$ cat src/rtl/cpu_pkg.sv
`default_nettype none
// cpu_pkg: shared encodings for the ALU and the branch/PC unit.
package cpu_pkg;

  localparam int WORD_W = 32;

  localparam logic [1:0] BR_NOP  = 2'b00;
  localparam logic [1:0] BR_JUMP = 2'b01;
  localparam logic [1:0] BR_BRZ  = 2'b10;
  localparam logic [1:0] BR_BRN  = 2'b11;

  localparam logic [2:0] ALU_ADD    = 3'b100;
  localparam logic [2:0] ALU_NEG    = 3'b010;
  localparam logic [2:0] ALU_SUB    = 3'b001;
  localparam logic [2:0] ALU_PASS_A = 3'b111;

  typedef enum logic [0:0] {
    ST_IDLE  = 1'b0,
    ST_FLUSH = 1'b1
  } state_t;

endpackage
`default_nettype wire

$ cat src/rtl/branch_cond_eval.sv
`default_nettype none
// branch_cond_eval: decides whether a branch opcode is taken given the effective Z/N flags.
module branch_cond_eval
  import cpu_pkg::*;
(
  input  logic [1:0] br_op,
  input  logic       eff_z,
  input  logic       eff_n,
  output logic       take
);

  always_comb begin
    take = 1'b0;
    case (br_op)
      BR_NOP:  take = 1'b0;
      BR_JUMP: take = 1'b1;
      BR_BRZ:  take = eff_z;
      BR_BRN:  take = eff_n;
      default: take = 1'b0;
    endcase
  end

endmodule
`default_nettype wire

$ cat src/rtl/branch_resolve_unit.sv
`default_nettype none
// branch_resolve_unit: owns the PC and Z/N flag register, resolves branches and
// raises a fixed-length fetch/decode flush window after every taken branch.
module branch_resolve_unit
  import cpu_pkg::*;
#(
  parameter int                FLUSH_CYCLES = 2,
  parameter logic [WORD_W-1:0] RESET_PC     = 32'h0000_0000
) (
  input  logic              clk,
  input  logic              rst,
  input  logic              flag_we,
  input  logic              alu_z,
  input  logic              alu_n,
  input  logic              pc_en,
  input  logic              br_valid,
  output logic              br_ready,
  input  logic [1:0]        br_op,
  input  logic [WORD_W-1:0] br_target,
  output logic [WORD_W-1:0] pc,
  output logic              taken,
  output logic              flush,
  output logic              z_q,
  output logic              n_q
);

  localparam logic [3:0] FLUSH_INIT = 4'(FLUSH_CYCLES - 1);

  state_t     state;
  logic [3:0] cnt;
  logic       eff_z;
  logic       eff_n;
  logic       take;

  // Forward the flags being written this cycle so a branch sees them immediately.
  assign eff_z    = flag_we ? alu_z : z_q;
  assign eff_n    = flag_we ? alu_n : n_q;
  assign br_ready = (state == ST_IDLE);

  branch_cond_eval u_cond (
    .br_op (br_op),
    .eff_z (eff_z),
    .eff_n (eff_n),
    .take  (take)
  );

  always_ff @(posedge clk or posedge rst) begin
    if (rst) begin
      state <= ST_IDLE;
      cnt   <= 4'd0;
      pc    <= RESET_PC;
      z_q   <= 1'b0;
      n_q   <= 1'b0;
      taken <= 1'b0;
      flush <= 1'b0;
    end else begin
      if (flag_we) begin
        z_q <= alu_z;
        n_q <= alu_n;
      end
      taken <= 1'b0;
      case (state)
        ST_IDLE: begin
          if (br_valid && take) begin
            pc    <= br_target;
            taken <= 1'b1;
            flush <= 1'b1;
            cnt   <= FLUSH_INIT;
            state <= ST_FLUSH;
          end else if (pc_en) begin
            pc <= pc + 32'd1;
          end
        end
        ST_FLUSH: begin
          if (pc_en) begin
            pc <= pc + 32'd1;
          end
          if (cnt == 4'd0) begin
            flush <= 1'b0;
            state <= ST_IDLE;
          end else begin
            cnt <= cnt - 4'd1;
          end
        end
        default: state <= ST_IDLE;
      endcase
    end
  end

endmodule
`default_nettype wire

$ cat config.mk
export PLATFORM = sky130hd
export DESIGN_NAME = branch_resolve_unit
export DESIGN_NICKNAME = d
export VERILOG_FILES = /design/src/rtl/cpu_pkg.sv /design/src/rtl/branch_cond_eval.sv /design/src/rtl/branch_resolve_unit.sv
export SDC_FILE = /design/constraint.sdc
export NUM_CORES = 1
export LEC_CHECK = 0
export ABC_AREA = 1
export CORE_AREA = 3 3 78 80
export CTS_CLUSTER_SIZE = 16
export DETAILED_ROUTE_END_ITERATION = 10
export DIE_AREA = 0 0 81 83
export GPL_TIMING_DRIVEN = 1
export PLACE_DENSITY = 0.83
export SYNTH_ARGS = -nofsm -noshare
export SYNTH_HDL_FRONTEND = slang
export SYNTH_HIERARCHICAL = 1
export SYNTH_SLANG_ARGS = --single-unit
$ cat constraint.sdc
create_clock -name clk -period 1.9 [get_ports clk]
set_input_delay 0.38 -clock clk [delete_from_list [all_inputs] [get_ports clk]]
set_output_delay 0.38 -clock clk [all_outputs]
set_load 0.01 [all_outputs]
==> out/metrics.cfg <==
[run_status]
outcome=finished, final reports clean

[routing]
via_per_inst=4.94
drc=0
vias=2525
routed_wl_um=6800
detail_route.iter0.violations=202
first_pass_iters=4
wl_per_cell_um=13.3
detail-route-antenna-nets=0

[timing]
fin_tns_setup_ns=0
final-setup-viol-count=0
worstMarginPinSlew_ns=0.531
finClkSkew_ns=0.00656
maxSlewHeadroom_pct=64.6
finalHoldViolCount=0
hold_slack_ns=0.511
slew_viol_final=0
finalCriticalPeriod_ns=1.79
fin_ws_ns=0.114
fin_crit_sh_pct=94.0
rsz0062_at_grt=false
max_freq_ghz=0.560

[cts]
cts.sinks=41
path_clk_slew_ns=0.08
worstSkewPairLatency_ns=0.30
cts_max_path_buffers=2
postCtsSetupRepairBufs=0
cts_buffers=5
root_buffer=clkbuf_8
cts_tree=done
htree_num_levels=2

[layout]
finalNetCount=482
antennaDiodeCount=0
drive_gt1_share_pct=9.79
final_util_pct=65.7
area_delta_synth_final_pct=42.0

[placed_design]
routabilityCongestion=0.918
port_buffers=77
pre_cts_ws_ns=-0.308
place_hpwl_um=5240

[global_routing]
grt_max_degree=42
first_global_vias=2512
grt_antenna_before_repair=0
grt_overflow=0
grtUsageTotal_pct=21.5
grt_pass1_wl_um=11500

[synthesis]
syn_avg_cell_area_um2=7.24
synth-seq-cells=41
ys_seq_area_share_pct=40.5
yosysWarnings=6
synth_cell_type_count=32
syn_nets=394
synth_edf_count=0
syn_area_um2=2530
synthArstFlopShare_pct=100
synthCells=350
synth_ff_type=dfrtp_1

[die]
die-area_um2=6720
die_width_um=81
ioPinCount=78
core_um2=5470
start_util_pct=46.3
die_y_um=83
rows=27

[critical_path]
crit_arrival_ns=1.98
end_kind=flip-flop
crit_required_ns=2.09
criticalPathCategory=input port to flip-flop
cp-start-kind=input port
crit_fanout=11

[pwr]
p_per_area_nw_per_um2=1420
peakVddDrop_v=0.000721
p_leak_nw=1.68

[job]
cap_viol_max_count=0

[min_path]
hold_path.class=input port to async pin

-- cells in the mapped netlist, types with 6 or more instances --
cell     instances  area (um2)
a21oi_1          8        40.0
dfrtp_1         41        1030
inv_1           40         150
nand2_1        112         420
nand3_1         30         150
nand4_1         12        75.1
nor2_1          30         113
nor2_4           6        67.6
o21ai_0          7        35.0
xnor2_1          6        52.6
xor2_1           8        70.1
-- worst paths after layout --
| kind | from | to | slack, ns | cells past startpoint |
|---|---|---|---|---|
| setup / recovery | flag_we | pc[17] | 0.11 | 11 |
| hold / removal | rst | pc[29] | 0.51 | 3 |
| setup reg to reg | pc[0] | pc[30] | 0.23 | 10 |
| hold reg to reg | z_q | z_q | 0.54 | 1 |
| max in group asynchronous | rst | pc[1] | 1.03 | 3 |
| min in group clk | z_q | z_q | 0.54 | 1 |
-- repair_timing --
item / 4_1_cts / 5_1_grt
hold buffers: 0 / 0
gates resized for setup: 1 / 1
hold endpoints to repair: 0 / 0
endpoints found under the setup margin: 1 / 1
-- power breakdown --
part	switching (W)	internal, W
sequential	0.000549	0.00128
clock	0.000315	0.000522
combinational	0.00121	0.00125
-- cells by family (layout without fill, tap and decap cells) --
| family | after synthesis | in the layout | share of synthesized area [%] |
|---|---|---|---|
| buf+inv | 53 | 142 | 8.05 |
| flops | 41 | 41 | 40.5 |
| fa+ha+maj | 3 | 3 | 1.48 |
| mux | 2 | 2 | 0.889 |
| simple gates | 204 | 204 | 36.3 |
| xor+xnor | 14 | 14 | 4.84 |
| compound gates | 33 | 33 | 7.90 |
-- state kept, by name (all words and copies together) (netlist names) --
register  cells
n_q           1
taken         1
cnt           4
pc           32
state         1
flush         1
z_q           1
-- routing by layer --
layer / wire, um / vias up / GRT usage [%] / part of all wire [%]
met5: 0 / - / 0 / 0
met2: 3250 / 67 / 34.4 / 48
met1: 3100 / 1161 / 29.1 / 46
met3: 371 / 7 / 4.66 / 5.5
met4: 78 / 0 / 5.38 / 1.1
li1: - / 1290 / - / -
-- cell type report --
type	count	area, um2
fill	447	1880
multi-input combinational	256	1310
sequential	41	1030
timing repair buffer	88	866
inverter	46	173
tap	72	90.1
clock buffer	5	68.8
clock inverter	3	65.1
-- cells in the final DEF, fill, tap and decap left out, types with 3 or more instances in the layout --
cell type        count
clkbuf_8             5
nand2_2              3
a21oi_1              8
inv_2                3
nor3_1               3
dfrtp_1             41
nand4_1             12
buf_4               10
clkdlybuf4s50_1     77
o21ai_1              6
nor2_4               6
xor2_1               8
o21ai_0              6
xnor2_1              6
inv_1               40
nor2_1              30
nor2_2               3
clkinv_1             3
nand2_1            112
nand3_1             29
ha_1                 3
o22ai_1              4
-- per-stage QoR --
stage	cell area, um2	std cells	total power [W]
2_1_floorplan	2530	350	0.00304
3_3_place_gp	3460	503	0.00420
3_5_place_dp	3460	503	0.00427
4_1_cts	3600	511	0.00514
5_1_grt	3600	511	0.00553
6_report	3600	511	0.00512
-- worst max-delay path, cell delays in order --
cell and delay [ns]:
clkdlybuf4s50_1 0.49, mux2_2 0.35, inv_1 0.05, nand2_1 0.04, nand2_1 0.05, nand2_1 0.05
nand3_2 0.12, buf_4 0.20, nand2_1 0.07, o22ai_1 0.12, inv_1 0.05
Note: power is estimated with default switching activity, not from simulation.
==> RTL edit 1: new RTL, same settings <==
The package constant `WORD_W` goes from 32 to 36.
--- a/src/rtl/cpu_pkg.sv
+++ b/src/rtl/cpu_pkg.sv
@@ -4,3 +4,3 @@
 
-  localparam int WORD_W = 32;
+  localparam int WORD_W = 36;
 
Ports: changed (resized br_target and pc); port bits go from 78 to 86. No check against the original RTL was run, so the function may have changed too.
==> RTL edit 1 against the unedited design <==
Worst setup slack lost 34 ps. Core utilization rose by 6.0 points. Sequential cell count grew 4. Critical path depth is 1 higher. Wire length is 8.9% higher. Final area is 9.2% higher. Final cell count grew 6.3%. Area after synthesis is 9.5% higher. Power rose by 4.0%. Die area stayed put. Largest power group unchanged. Critical path type unchanged. Hold slack worse by 84 ps.
==> RTL edit 1: results <==
export IMPL_clock_root_buffer="clkbuf_8"
export IMPL_drive_gt1_frac=0.1062
export IMPL_synth_area_leaders="dfrtp_1 41%, nand2_1 16%, nor2_1 5.5%, nand3_1 4.7%, inv_1 4.6%"
export IMPL_post_cts_resized=0
export IMPL_fin_skew_ps=5.077
export IMPL_portBuffers=85
export IMPL_synth_compound_area_frac=0.07397
export IMPL_leakagePower_nw=1.811
export IMPL_worstPathArrival_ps=2060
export IMPL_ys_async_sr_fraction=1.000
export IMPL_syn_num_nets=420
export IMPL_synthFlopType="dfrtp_1"
export IMPL_cts_buffers=5
export IMPL_synth_xor_area_share=0.04736
export IMPL_slew_headroom=0.7022
export IMPL_gp_congestion=0.9392
export IMPL_clock_latency_ps=300
export IMPL_track_usage=0.2326
export IMPL_top_regs="pc x36, cnt x4"
export IMPL_dp_slack_ps=-306.9
export IMPL_grt_pass1_wl_um=12620
export IMPL_synth_cell_types=31
export IMPL_via_per_inst=5.099
export IMPL_grt_max_degree=46
export IMPL_placed_cells=535
export IMPL_syn_inst=372
export IMPL_num_vias=2769
export IMPL_drt_total_wl_um=7404
export IMPL_synth_area_mux_share=0.01173
export IMPL_grt_pass1_vias=2721
export IMPL_fin_nets=518
export IMPL_p_switching_mw=2.214
export IMPL_ir_drop_uv=938.1
export IMPL_placed_cell_area_mm2=0.003815
export IMPL_crit_path_max_fanout=37
export IMPL_yosys_warnings=6
export IMPL_status="complete, no violations"
export IMPL_hpwlAfterDp_um=5762
export IMPL_drt_iter0_drc=172
export IMPL_yosys_area_share_adder=0.01353
export IMPL_synthTopCellsByCount="117 x nand2_1, 45 x dfrtp_1, 41 x nor2_1"
export IMPL_antenna_found_initial=0
export IMPL_drc=0
export IMPL_seq_area_frac_synth=0.4060
-- RTL edit 1: cell count changes after synthesis, moves of 5 or more --
cell,unedited run,this run
buf_2,1,7
inv_1,40,34
a21oi_1,8,13
nand2_1,112,117
nor2_1,30,41
-- RTL edit 1: final timing paths --
path | cells after the start | to | slack [ps]
min reg2reg | 2 | flush | 510
max reg2reg | 9 | pc[34] | 230
max in group asynchronous | 3 | pc[14] | 1270
min in group clk | 2 | flush | 510
max | 12 | pc[8] | 80
min | 3 | taken | 430
-- RTL edit 1: cell families after synthesis --
logic type / Yosys count
multiplexers: 3
AO/OA/AOI/OAI: 38
adder cells (fa/ha/maj): 3
flip-flops: 45
buffers and inverters: 43
AND/OR/NAND/NOR: 225
XOR/XNOR: 15
-- RTL edit 1: area by class of cell --
class,instances,area [um2]
clock buffer,7,96.34
timing repair buffer,100,1001
multi-input combinational,284,1480
tap,72,90.09
fill,431,1546
inverter,34,127.6
clock inverter,1,5.005
sequential,45,1126
-- RTL edit 1: worst max-delay path, stage by stage --
cell             delay, ps
clkdlybuf4s50_1        490
mux2_2                 350
inv_1                   50
nand2_1                 40
nand2_1                 50
nand2_1                 70
nand3_2                100
inv_1                   80
buf_12                 170
a21oi_1                120
o21ai_0                 90
nand2_1                 60
-- RTL edit 1: per-layer routing --
metal | GRT usage | vias to the layer above | share of wire
met4 | 0.07373 | 0 | 0.019
met2 | 0.3906 | 93 | 0.50
met1 | 0.2936 | 1272 | 0.41
li1 | - | 1389 | -
met3 | 0.04989 | 15 | 0.070
met5 | 0 | - | 0
-- RTL edit 1: per-stage QoR --
step	hold slack, ps	power, mW
after floorplan	496.6	3.274
after global placement	479.4	4.556
after detailed placement	481.6	4.664
after CTS	427.9	5.337
after global routing	445.9	5.736
final	426.6	5.330
-- RTL edit 1: power by group through the flow --
stage                     clock, mW  sequential [mW]  combinational, mW
after global placement            0             1.99               2.57
after global routing          0.702             2.08               2.95
after detailed placement          0             2.00               2.66
after floorplan                   0             2.06               1.21
final                         0.646             2.01               2.67
after CTS                     0.663             1.99               2.68
==> RTL edit 2: new RTL, same flow settings <==
Without the edit above. Make the reset (`rst`) synchronous in one clocked block.
--- a/src/rtl/branch_resolve_unit.sv
+++ b/src/rtl/branch_resolve_unit.sv
@@ -46,3 +46,3 @@
 
-  always_ff @(posedge clk or posedge rst) begin
+  always_ff @(posedge clk) begin
     if (rst) begin
Check against the original RTL: differs if rst is asserted again (counterexample within 4 cycles, from zero or initial values and one cycle with rst high); with rst held inactive, the same outputs for 10 cycles.
==> RTL edit 2 against the unedited design <==
Die area stayed put. Largest cell class unchanged. Via count up 16%. Highest routed layer unchanged. Area after synthesis shrank 2.2%. Global-route usage is 0.53 points higher. Synthesized cell count grew 13%. Sequential cell count did not move. Wire length rose by 8.4%. Final area rose by 1.6%. Worst setup slack worse by 31 ps.
Power is not compared: it rests on default switching activity, and its combinational part moved more than twofold at a synthesized area within 25%.
==> RTL edit 2: results <==
export IMPL_drtPass1Iterations=5
export IMPL_rr_worst_depth=8
export IMPL_instances_no_fill=571
export IMPL_drt_iter0_drc=231
export IMPL_hpwlAfterDp_um=5597
export IMPL_synth_area_leaders="dfxtp_1 33%, nand2_1 20%, nand3_1 7.9%, inv_1 7.6%, nor2_1 6.1%"
export IMPL_grt_pass1_vias=2711
export IMPL_finish_instance_area_mm2=0.003654
export IMPL_fin_nets=542
export IMPL_syn_inst=396
export IMPL_dp_slack_ps=-197.9
export IMPL_hp_class="input port to flop"
export IMPL_synthTopCellsByCount="133 x nand2_1, 50 x inv_1, 41 x dfxtp_1"
export IMPL_drive_gt1_frac=0.1202
export IMPL_placed_cells=558
export IMPL_syn_num_nets=440
export IMPL_placed_cell_area_mm2=0.003448
export IMPL_seq_area_frac_synth=0.3313
export IMPL_worstPathArrival_ps=1440
export IMPL_num_vias=2920
export IMPL_track_usage=0.2198
export IMPL_status="complete, no violations"
export IMPL_synth_cell_types=36
export IMPL_gp_congestion=0.8864
export IMPL_slew_headroom=0.7763
export IMPL_grt_max_degree=14
export IMPL_p_sw_frac=0.2549
export IMPL_crit_path_max_fanout=9
export IMPL_cp_slowest_stage_delay_ps=620
export IMPL_p_total_mw=2.273
export IMPL_ys_async_sr_fraction=0
## RTL edit 2: cell types whose count changed in the layout (fill, tap and decap cells not counted), moves of 3 or more
cell and delta:
clkinv_1 -3, xnor2_1 -4, buf_4 +9, xor2_1 -8, dfxtp_1 +41, o22ai_1 -3
dfrtp_1 -41, inv_1 +10, buf_6 +3, nand4_1 -8, nand3_1 +10, nand2_1 +20
o21ai_0 +11, nor2_1 +10
## RTL edit 2: area by class of cell
cell class | instances | area (um2)
clock buffer | 5 | 68.82
clock inverter | 3 | 65.06
fill | 476 | 1819
inverter | 55 | 206.4
multi-input combinational | 293 | 1423
sequential | 41 | 820.8
tap | 72 | 90.09
timing repair buffer | 102 | 979.7
## RTL edit 2: timing repair
action                     in CTS  in global routing
setup endpoints to repair       0                 11
setup buffers                   0                  3
gates resized for setup         0                  7
hold endpoints to repair        0                  0
## RTL edit 2: layer usage
metal,global-route usage,vias up,wire length [um]
li1,-,1467,-
met1,0.2818,1329,3052
met2,0.3682,108,3577
met3,0.05098,16,578
met4,0.05223,0,165
met5,0,-,0
## RTL edit 2: worst paths after layout
kind            from  endpoint  slack (ps)
min          flag_we       n_q         440
min reg2reg   cnt[2]    cnt[2]         460
max            pc[3]     pc[3]          80
max reg2reg    pc[1]    pc[26]         300
## RTL edit 2: kinds of logic (layout without fill, tap and decap cells)
logic type                 Yosys count  after routing  share of synthesized area
adders and majority gates            3              3                    0.01515
AOI/OAI and AO/OA                   47             47                     0.1101
buffers and inverters               62            165                    0.09949
DFF                                 41             41                     0.3313
muxes                                1              1                   0.004041
xor gates and xnor gates             2              2                   0.007072
and+or+nand+nor                    240            240                     0.4328
